### config.mk
export PLATFORM = sky130hd
export DESIGN_NAME = ram_sp_initiator
export DESIGN_NICKNAME = d
export VERILOG_FILES = /design/src/rtl/ram_sp_initiator.sv
export SDC_FILE = /design/constraint.sdc
export NUM_CORES = 1
export LEC_CHECK = 0
export CAP_MARGIN = 10
export CORE_ASPECT_RATIO = 1.25
export CORE_UTILIZATION = 45
export CTS_BUF_LIST = sky130_fd_sc_hd__clkbuf_4 sky130_fd_sc_hd__clkbuf_8 sky130_fd_sc_hd__clkbuf_16
export DETAILED_ROUTE_END_ITERATION = 7
export GPL_TIMING_DRIVEN = 0
export MAX_ROUTING_LAYER = met4
export PLACE_DENSITY = 0.78
export RECOVER_POWER = 100
export SKIP_LAST_GASP = 1
export SYNTH_ARGS = -nofsm -noshare
export SYNTH_HDL_FRONTEND = slang
export SYNTH_SLANG_ARGS = --single-unit
### constraint.sdc
create_clock -name clk -period 2.4 [get_ports clk]
set_clock_uncertainty 0.1 [all_clocks]
set_input_delay 0.72 -clock clk [delete_from_list [all_inputs] [get_ports clk]]
set_output_delay 0.72 -clock clk [all_outputs]
set_load 0.05 [all_outputs]
### src/rtl/ram_sp_initiator.sv
// Valid/ready command initiator that sequences cs/we/oe for a synchronous single-port RAM.
// Define RAM_INIT_WRITE_ACK_EN to return one acknowledgement beat per write burst.
module ram_sp_initiator #(
    parameter int DATA_WIDTH = 8,
    parameter int ADDR_WIDTH = 8,
    parameter int LEN_WIDTH  = 4
) (
    input  logic                  clk,
    input  logic                  reset,
    input  logic                  req_valid,
    output logic                  req_ready,
    input  logic                  req_we,
    input  logic [ADDR_WIDTH-1:0] req_addr,
    input  logic [LEN_WIDTH-1:0]  req_len,
    input  logic [DATA_WIDTH-1:0] req_wdata,
    input  logic                  wvalid,
    output logic                  wready,
    output logic                  rsp_valid,
    input  logic                  rsp_ready,
    output logic [DATA_WIDTH-1:0] rsp_rdata,
    output logic                  rsp_last,
    output logic [ADDR_WIDTH-1:0] address,
    output logic [DATA_WIDTH-1:0] data_in,
    input  logic [DATA_WIDTH-1:0] data_out,
    output logic                  cs,
    output logic                  we,
    output logic                  oe
);

    typedef enum logic [2:0] {
        IDLE,
        WR_WAIT,
        WR_ISSUE,
        RD_ISSUE,
        RD_CAPTURE,
        RSP
    } state_t;

    state_t                  state_reg, state_next;
    logic [ADDR_WIDTH-1:0]   addr_reg, addr_next;
    logic [LEN_WIDTH-1:0]    cnt_reg, cnt_next;
    logic                    is_write_reg, is_write_next;

    logic                    req_ready_reg;
    logic                    wready_reg;
    logic                    rsp_valid_reg;
    logic [DATA_WIDTH-1:0]   rsp_rdata_reg;
    logic                    rsp_last_reg;
    logic [ADDR_WIDTH-1:0]   address_reg;
    logic [DATA_WIDTH-1:0]   data_in_reg;
    logic                    cs_reg;
    logic                    we_reg;
    logic                    oe_reg;

    logic req_fire;
    logic w_fire;
    logic rsp_fire;
    logic issue_next;

    assign req_fire   = (state_reg == IDLE) && req_ready_reg && req_valid;
    assign w_fire     = (state_reg == WR_WAIT) && wready_reg && wvalid;
    assign rsp_fire   = (state_reg == RSP) && rsp_valid_reg && rsp_ready;
    assign issue_next = (state_next == WR_ISSUE) || (state_next == RD_ISSUE);

    always_comb begin
        state_next    = state_reg;
        addr_next     = addr_reg;
        cnt_next      = cnt_reg;
        is_write_next = is_write_reg;
        case (state_reg)
            IDLE: begin
                if (req_fire) begin
                    addr_next     = req_addr;
                    cnt_next      = req_len;
                    is_write_next = req_we;
                    state_next    = req_we ? WR_WAIT : RD_ISSUE;
                end
            end
            WR_WAIT: begin
                if (w_fire) begin
                    state_next = WR_ISSUE;
                end
            end
            WR_ISSUE: begin
                if (cnt_reg == '0) begin
`ifdef RAM_INIT_WRITE_ACK_EN
                    state_next = RSP;
`else
                    state_next = IDLE;
`endif
                end else begin
                    addr_next  = addr_reg + ADDR_WIDTH'(1);
                    cnt_next   = cnt_reg - LEN_WIDTH'(1);
                    state_next = WR_WAIT;
                end
            end
            RD_ISSUE: begin
                state_next = RD_CAPTURE;
            end
            RD_CAPTURE: begin
                state_next = RSP;
            end
            RSP: begin
                if (rsp_fire) begin
                    if ((cnt_reg == '0) || is_write_reg) begin
                        state_next = IDLE;
                    end else begin
                        addr_next  = addr_reg + ADDR_WIDTH'(1);
                        cnt_next   = cnt_reg - LEN_WIDTH'(1);
                        state_next = RD_ISSUE;
                    end
                end
            end
            default: begin
                state_next = IDLE;
            end
        endcase
    end

    // Every output is registered from the next state so the RAM sees clean strobes.
    always_ff @(posedge clk) begin
        if (reset) begin
            state_reg     <= IDLE;
            addr_reg      <= '0;
            cnt_reg       <= '0;
            is_write_reg  <= 1'b0;
            req_ready_reg <= 1'b0;
            wready_reg    <= 1'b0;
            rsp_valid_reg <= 1'b0;
            rsp_rdata_reg <= '0;
            rsp_last_reg  <= 1'b0;
            address_reg   <= '0;
            data_in_reg   <= '0;
            cs_reg        <= 1'b0;
            we_reg        <= 1'b0;
            oe_reg        <= 1'b0;
        end else begin
            state_reg     <= state_next;
            addr_reg      <= addr_next;
            cnt_reg       <= cnt_next;
            is_write_reg  <= is_write_next;
            req_ready_reg <= (state_next == IDLE);
            wready_reg    <= (state_next == WR_WAIT);
            rsp_valid_reg <= (state_next == RSP);
            cs_reg        <= issue_next;
            we_reg        <= (state_next == WR_ISSUE);
            oe_reg        <= (state_next == RD_ISSUE);
            if (issue_next) begin
                address_reg <= addr_next;
            end
            if (w_fire) begin
                data_in_reg <= req_wdata;
            end
            if (state_reg == RD_CAPTURE) begin
                rsp_rdata_reg <= data_out;
                rsp_last_reg  <= (cnt_reg == '0);
            end else if ((state_reg == WR_ISSUE) && (state_next == RSP)) begin
                rsp_rdata_reg <= '0;
                rsp_last_reg  <= 1'b1;
            end
        end
    end

    assign req_ready = req_ready_reg;
    assign wready    = wready_reg;
    assign rsp_valid = rsp_valid_reg;
    assign rsp_rdata = rsp_rdata_reg;
    assign rsp_last  = rsp_last_reg;
    assign address   = address_reg;
    assign data_in   = data_in_reg;
    assign cs        = cs_reg;
    assign we        = we_reg;
    assign oe        = oe_reg;

endmodule

# --- After elaboration in Yosys (flattened, before gate mapping) ---
# Cells that the tools add are included.
word_totals:
  register_bits: 47
  wordCells: 66
  input_bits: 34
op_classes:
  n_addsub: 2
  n_reduce_logical: 16
  mux: 21
  n_eq_ne: 13
op_table:
  columns: ["op", "count"]
  rows:
  - ["2-to-1 mux 8 bit", 6]
  - ["one-hot mux 8 bit (3 select lines)", 1]
  - ["one-hot mux 3 bit (6 select lines)", 1]
  - ["2-to-1 mux 4 bit", 4]
  - ["equality test 3 x 2 -> 1 bit (second input constant)", 4]
  - ["one-hot mux 4 bit (3 select lines)", 1]
  - ["equality test 3 bit (second input constant)", 3]
  - ["2-to-1 mux 3 bit", 3]
  - ["adder 8 x 1 -> 8 bit (second input constant)", 1]
  - ["inequality test 2 bit (second input constant)", 4]
  - ["logical AND 1 bit", 7]
  - ["equality test 3 x 1 -> 1 bit (second input constant)", 2]
  - ["zero test 3 bit", 2]
  - ["AND reduction 5 bit", 1]
  - ["zero test 4 bit", 1]
  - ["2-to-1 mux 2 bit", 2]
  - ["subtractor 4 x 1 -> 4 bit (second input constant)", 1]
  - ["2-to-1 mux 1 bit", 3]
  - ["nonzero test 3 bit", 1]
  - ["logical OR 1 bit", 2]
  - ["AND reduction 2 bit", 1]
  - ["nonzero test 2 bit", 1]

# --- Depth between registers and ports, before layout ---
# Gate-level depths: netlist of run 1.
depth:
  word_depth: 9
  depth_mapped: 8

# --- Worst setup path before layout of run 1 ---
# No wires, ideal clock.
synth_path:
  path_kind: "reg2reg"
  start: "register rsp_valid_reg (netlist: rsp_valid)"
  end: "register address_reg[2] (netlist: address[2])"
  setup_ps: 79
  path_buffers: 1
  required_time_ps: 2221
  path_stages_with_launch: 7
  arrival_time_ps: 2038
  period_less_slack_ps: 2217
  slack_ps: 183
  path_cell_list: "dfxtp_1 nand2_1 nor4b_4 nand3b_1 or3b_1 buf_2 a22oi_1"
synth_via:
  elab_chain_cells: 6
  word_cells_on_any_way: 9
synth_lines:
  columns: ["item", "line_no", "source"]
  rows:
  - ["start: declaration", "46", "logic rsp_valid_reg;"]
  - ["start signal: assignment", "144", "rsp_valid_reg <= (state_next == RSP);"]
  - ["logical AND 1 bit * (2 in a row)", "62", "assign rsp_fire = (state_reg == RSP) && rsp_valid_reg && rsp_ready;"]
  - ["2-to-1 mux 3 bit", "104", "if (rsp_fire) begin"]
  - ["one-hot mux 3 bit (6 select lines)", "70", "case (state_reg)"]
  - ["equality test 3 x 2 -> 1 bit", "63", "assign issue_next = (state_next == WR_ISSUE) || (state_next == RD_ISSUE);"]
  - ["logical OR 1 bit", "63", null]
  - ["end signal: assignment", "149", "address_reg <= addr_next;"]
  - ["end: declaration", "49", "logic [ADDR_WIDTH-1:0] address_reg;"]
# Mark *: on every way between the ends. The rest lies on a longest branch, timed or not.
# A chain may end at the register's enable or synchronous reset.

# --- Final worst setup path of run 1 ---
layout_path:
  start: "register address_reg[5] (netlist: address[5])"
  end: "output port address[5]"
layout_rtl:
  columns: ["item", "line_no", "source"]
  rows:
  - ["end: declaration", "22", "output logic [ADDR_WIDTH-1:0] address,"]
# No word-level cell between the ends.

==> results.toml, run 1 <==
[run_status]
outcome = "finished, final reports clean"

[global_route]
first_global_vias = 1738
antenna_found_initial = 0
overflow = 0
grtUsageTotal = 0.2237
grt_max_degree = 15
grt_pass1_wl_um = 7776

[logic_synthesis]
synth_area_leaders = "dfxtp_1 (47%), mux2i_1 (8.5%), nor2_1 (7.9%)"
synth_area_sq_um = 1996
ys.flop_type = "dfxtp_1"
synth.top_cell.area_share = 0.4715
synth_fp_nets = 253
avgSynthCellArea_sq_um = 9.197
synth_area_leader_cell = "dfxtp_1"
synth_most_common_cell = "dfxtp_1"
synth_warnings = 0
async_flop_share = 0
synth_common_cells = "dfxtp_1 (47), nor2_1 (42), mux2i_1 (17)"
ys_seq_area_frac = 0.4715
synth_edf_count = 0
netlist_instances = 217
ys_seq_elements = 47
ys_types = 42

[pwr]
power_mw = 1.865
p_int_mw = 1.335
comb_power_share = 0.220
pwr-share-seq = 0.458
p_sw_frac = 0.2844
power_frac_clock = 0.321
ir_drop_v = 0.0005271
p_leak_nw = 1.231
cellPowerDensity_nw_per_um2 = 643.0
p_sw_uw = 530.3

[clock_tree]
cts-root-buf = "clkbuf_8"
path_clk_slew_ps = 80
htreeDepth = 2
clk_latency_ps = 300
cts-buffers-inserted = 5
cts_tree = "yes"
clockBufferDepth = 2
clock_sinks = 47

[setup_path]
r2r_cells = 8
r2r_setup_slack_ps = 130
cp_slowest_cell = "dlygate4sd3_1"
startpoint_type = "flop"
path_max_fanout = 2
cp-startpoint = "address[5]"
worst-path-stages = 1
path_class = "flop to output pin"
critPathCaptureType = "output pin"
worst-path-buf-inv = 1
cpPeakStageDelay_ps = 880
crit_family = "buffers and inverters"
cp.arrival_ps = 1520
reg2reg_from = "cnt_reg[0]"
r2r_end = "address[3]"
path_cells = "dlygate4sd3_1"
crit_required_ps = 1580

[sta]
period_needed_ps = 2336
fmaxAchievable_ghz = 0.4281
worst_pin_slew_ps = 1175
relSlewSlack = 0.2135
post-route-period-util = 0.9733
hold_viol_final = 0
setup_viol = 0
rsz0062_at_grt = "no"
fin_ws_ps = 64.10
fin_tns_setup_ps = 0
hold_ws_ps = 366.8
slew_viol_final = 0

[job]
maxCapViolCount = 0

[route]
first_pass_iters = 4
via_per_inst = 5.364
wl_met2_um = 2449
ant_nets = 0
wl_per_cell_um = 14.17
wl_met1_um = 2193
drc_errors = 0
drt_iter0_drc = 88
via_count = 1872
highest-signal-layer = "met4"
route.met3.wl_um = 254
routed_wl_um = 4945

[hold_path]
min_from = "is_write_reg"
min_path_type = "flop to flop"
whs_path_depth = 2
hold_end = "is_write_reg"

[die]
die-height_um = 76.46
fp.dieW_um = 61.57
die_area_sq_um = 4707
placementRows = 26
io_pins = 65
core_sq_um = 4164
start_util = 0.4793

[placement]
port_buffers = 64
hpwl_um = 3476
gp_congestion = 0.9184
place_area_sq_um = 2706
dp_slack_ps = -484.8

[cells_and_area]
drive_gt1_frac = 0.09556
synthToLayoutAreaGrowth_pct = 45.33
antenna_cells = 0
design_area_sq_um = 2900
final_nets = 328
layout by cell type, fill, tap and decap left out, types with 6 or more instances in the layout:
| cell | instances |
|---|---|
| nor2_1 | 41 |
| nand2_1 | 11 |
| a21oi_1 | 6 |
| dlygate4sd3_1 | 23 |
| o21ai_0 | 6 |
| mux2i_1 | 17 |
| clkdlybuf4s50_1 | 39 |
| a221oi_1 | 7 |
| clkbuf_8 | 6 |
| nand2b_1 | 6 |
| dfxtp_1 | 45 |
| buf_4 | 6 |
logic make-up after synthesis:
kind of cell | Yosys count | share of synthesized area
muxes | 18 | 0.09091
DFF | 47 | 0.4715
AOI/OAI and AO/OA | 40 | 0.1373
adders and majority gates | 2 | 0.01254
and+or+nand+nor | 98 | 0.2627
buffers and inverters | 12 | 0.02507
power by group through the flow:
stage               clock network, mW  registers [mW]  logic [mW]
detailed placement                  0           0.873       0.392
finish                          0.599           0.855       0.411
floorplan                           0           0.945       0.167
global placement                    0           0.872       0.387
global route                    0.636           0.862       0.442
CTS                             0.607           0.854       0.400
through the flow:
step / std cells / utilization
after global routing: 349 / 0.6965
after global placement: 337 / 0.6499
after CTS: 347 / 0.6866
after floorplan: 217 / -
final: 349 / 0.6965
after detailed placement: 337 / 0.6499
layer usage:
layer  vias up  global-route usage
met4         0             0.06000
met2        47              0.3720
met3         5             0.03905
met5         -                   -
met1       884              0.2711
li1        936                   -
worst max path at each step:
| stage | end | slack, ps |
|---|---|---|
| 2_1_floorplan | address[2] | 180 |
| 3_3_place_gp | address[2] | -520 |
| 3_5_place_dp | address[5] | -480 |
| 4_1_cts | address[7] | 10 |
| 5_1_grt | address[5] | 10 |
| 6_report | address[5] | 60 |
final cells by class:
class / count / area, sq um
fillers: 367 / 1264
multi-input cells: 158 / 1033
flip-flops and latches: 47 / 945.9
repair buffers: 69 / 679.4
clock buffers: 6 / 82.58
well taps: 56 / 70.07
plain buffers: 7 / 38.79
clock inverters: 2 / 35.03
inverters: 4 / 15.01
worst register-to-register path, delay by kind of cell (launching register included):
kind,cells,cell delay (ps)
AND/OR/NAND/NOR,4,1160
flip-flops,1,370
buffers and inverters,2,210
adder cells (fa/ha/maj),1,200
AO/OA/AOI/OAI,1,150
timing repair:
item                       4_1_cts  5_1_grt
hold endpoints to repair         0        0
pin swaps                        2        2
setup buffers                    3        2
resized for setup                7       13
hold buffers                     0        0
setup endpoints to repair       18       19
Power figures use the tool's default switching activity.
==> inputs of run 2 (changes only) <==
--- a/config.mk
+++ b/config.mk
@@ -9,6 +9,7 @@
 export CORE_ASPECT_RATIO = 1.25
 export CORE_UTILIZATION = 45
 export CTS_BUF_LIST = sky130_fd_sc_hd__clkbuf_4 sky130_fd_sc_hd__clkbuf_8 sky130_fd_sc_hd__clkbuf_16
+export CTS_CLUSTER_DIAMETER = 50
 export DETAILED_ROUTE_END_ITERATION = 7
 export GPL_TIMING_DRIVEN = 0
 export MAX_ROUTING_LAYER = met4
==> results of run 2 <==
Same layout as run 1: the final DEF is identical, and so are final timing and power.
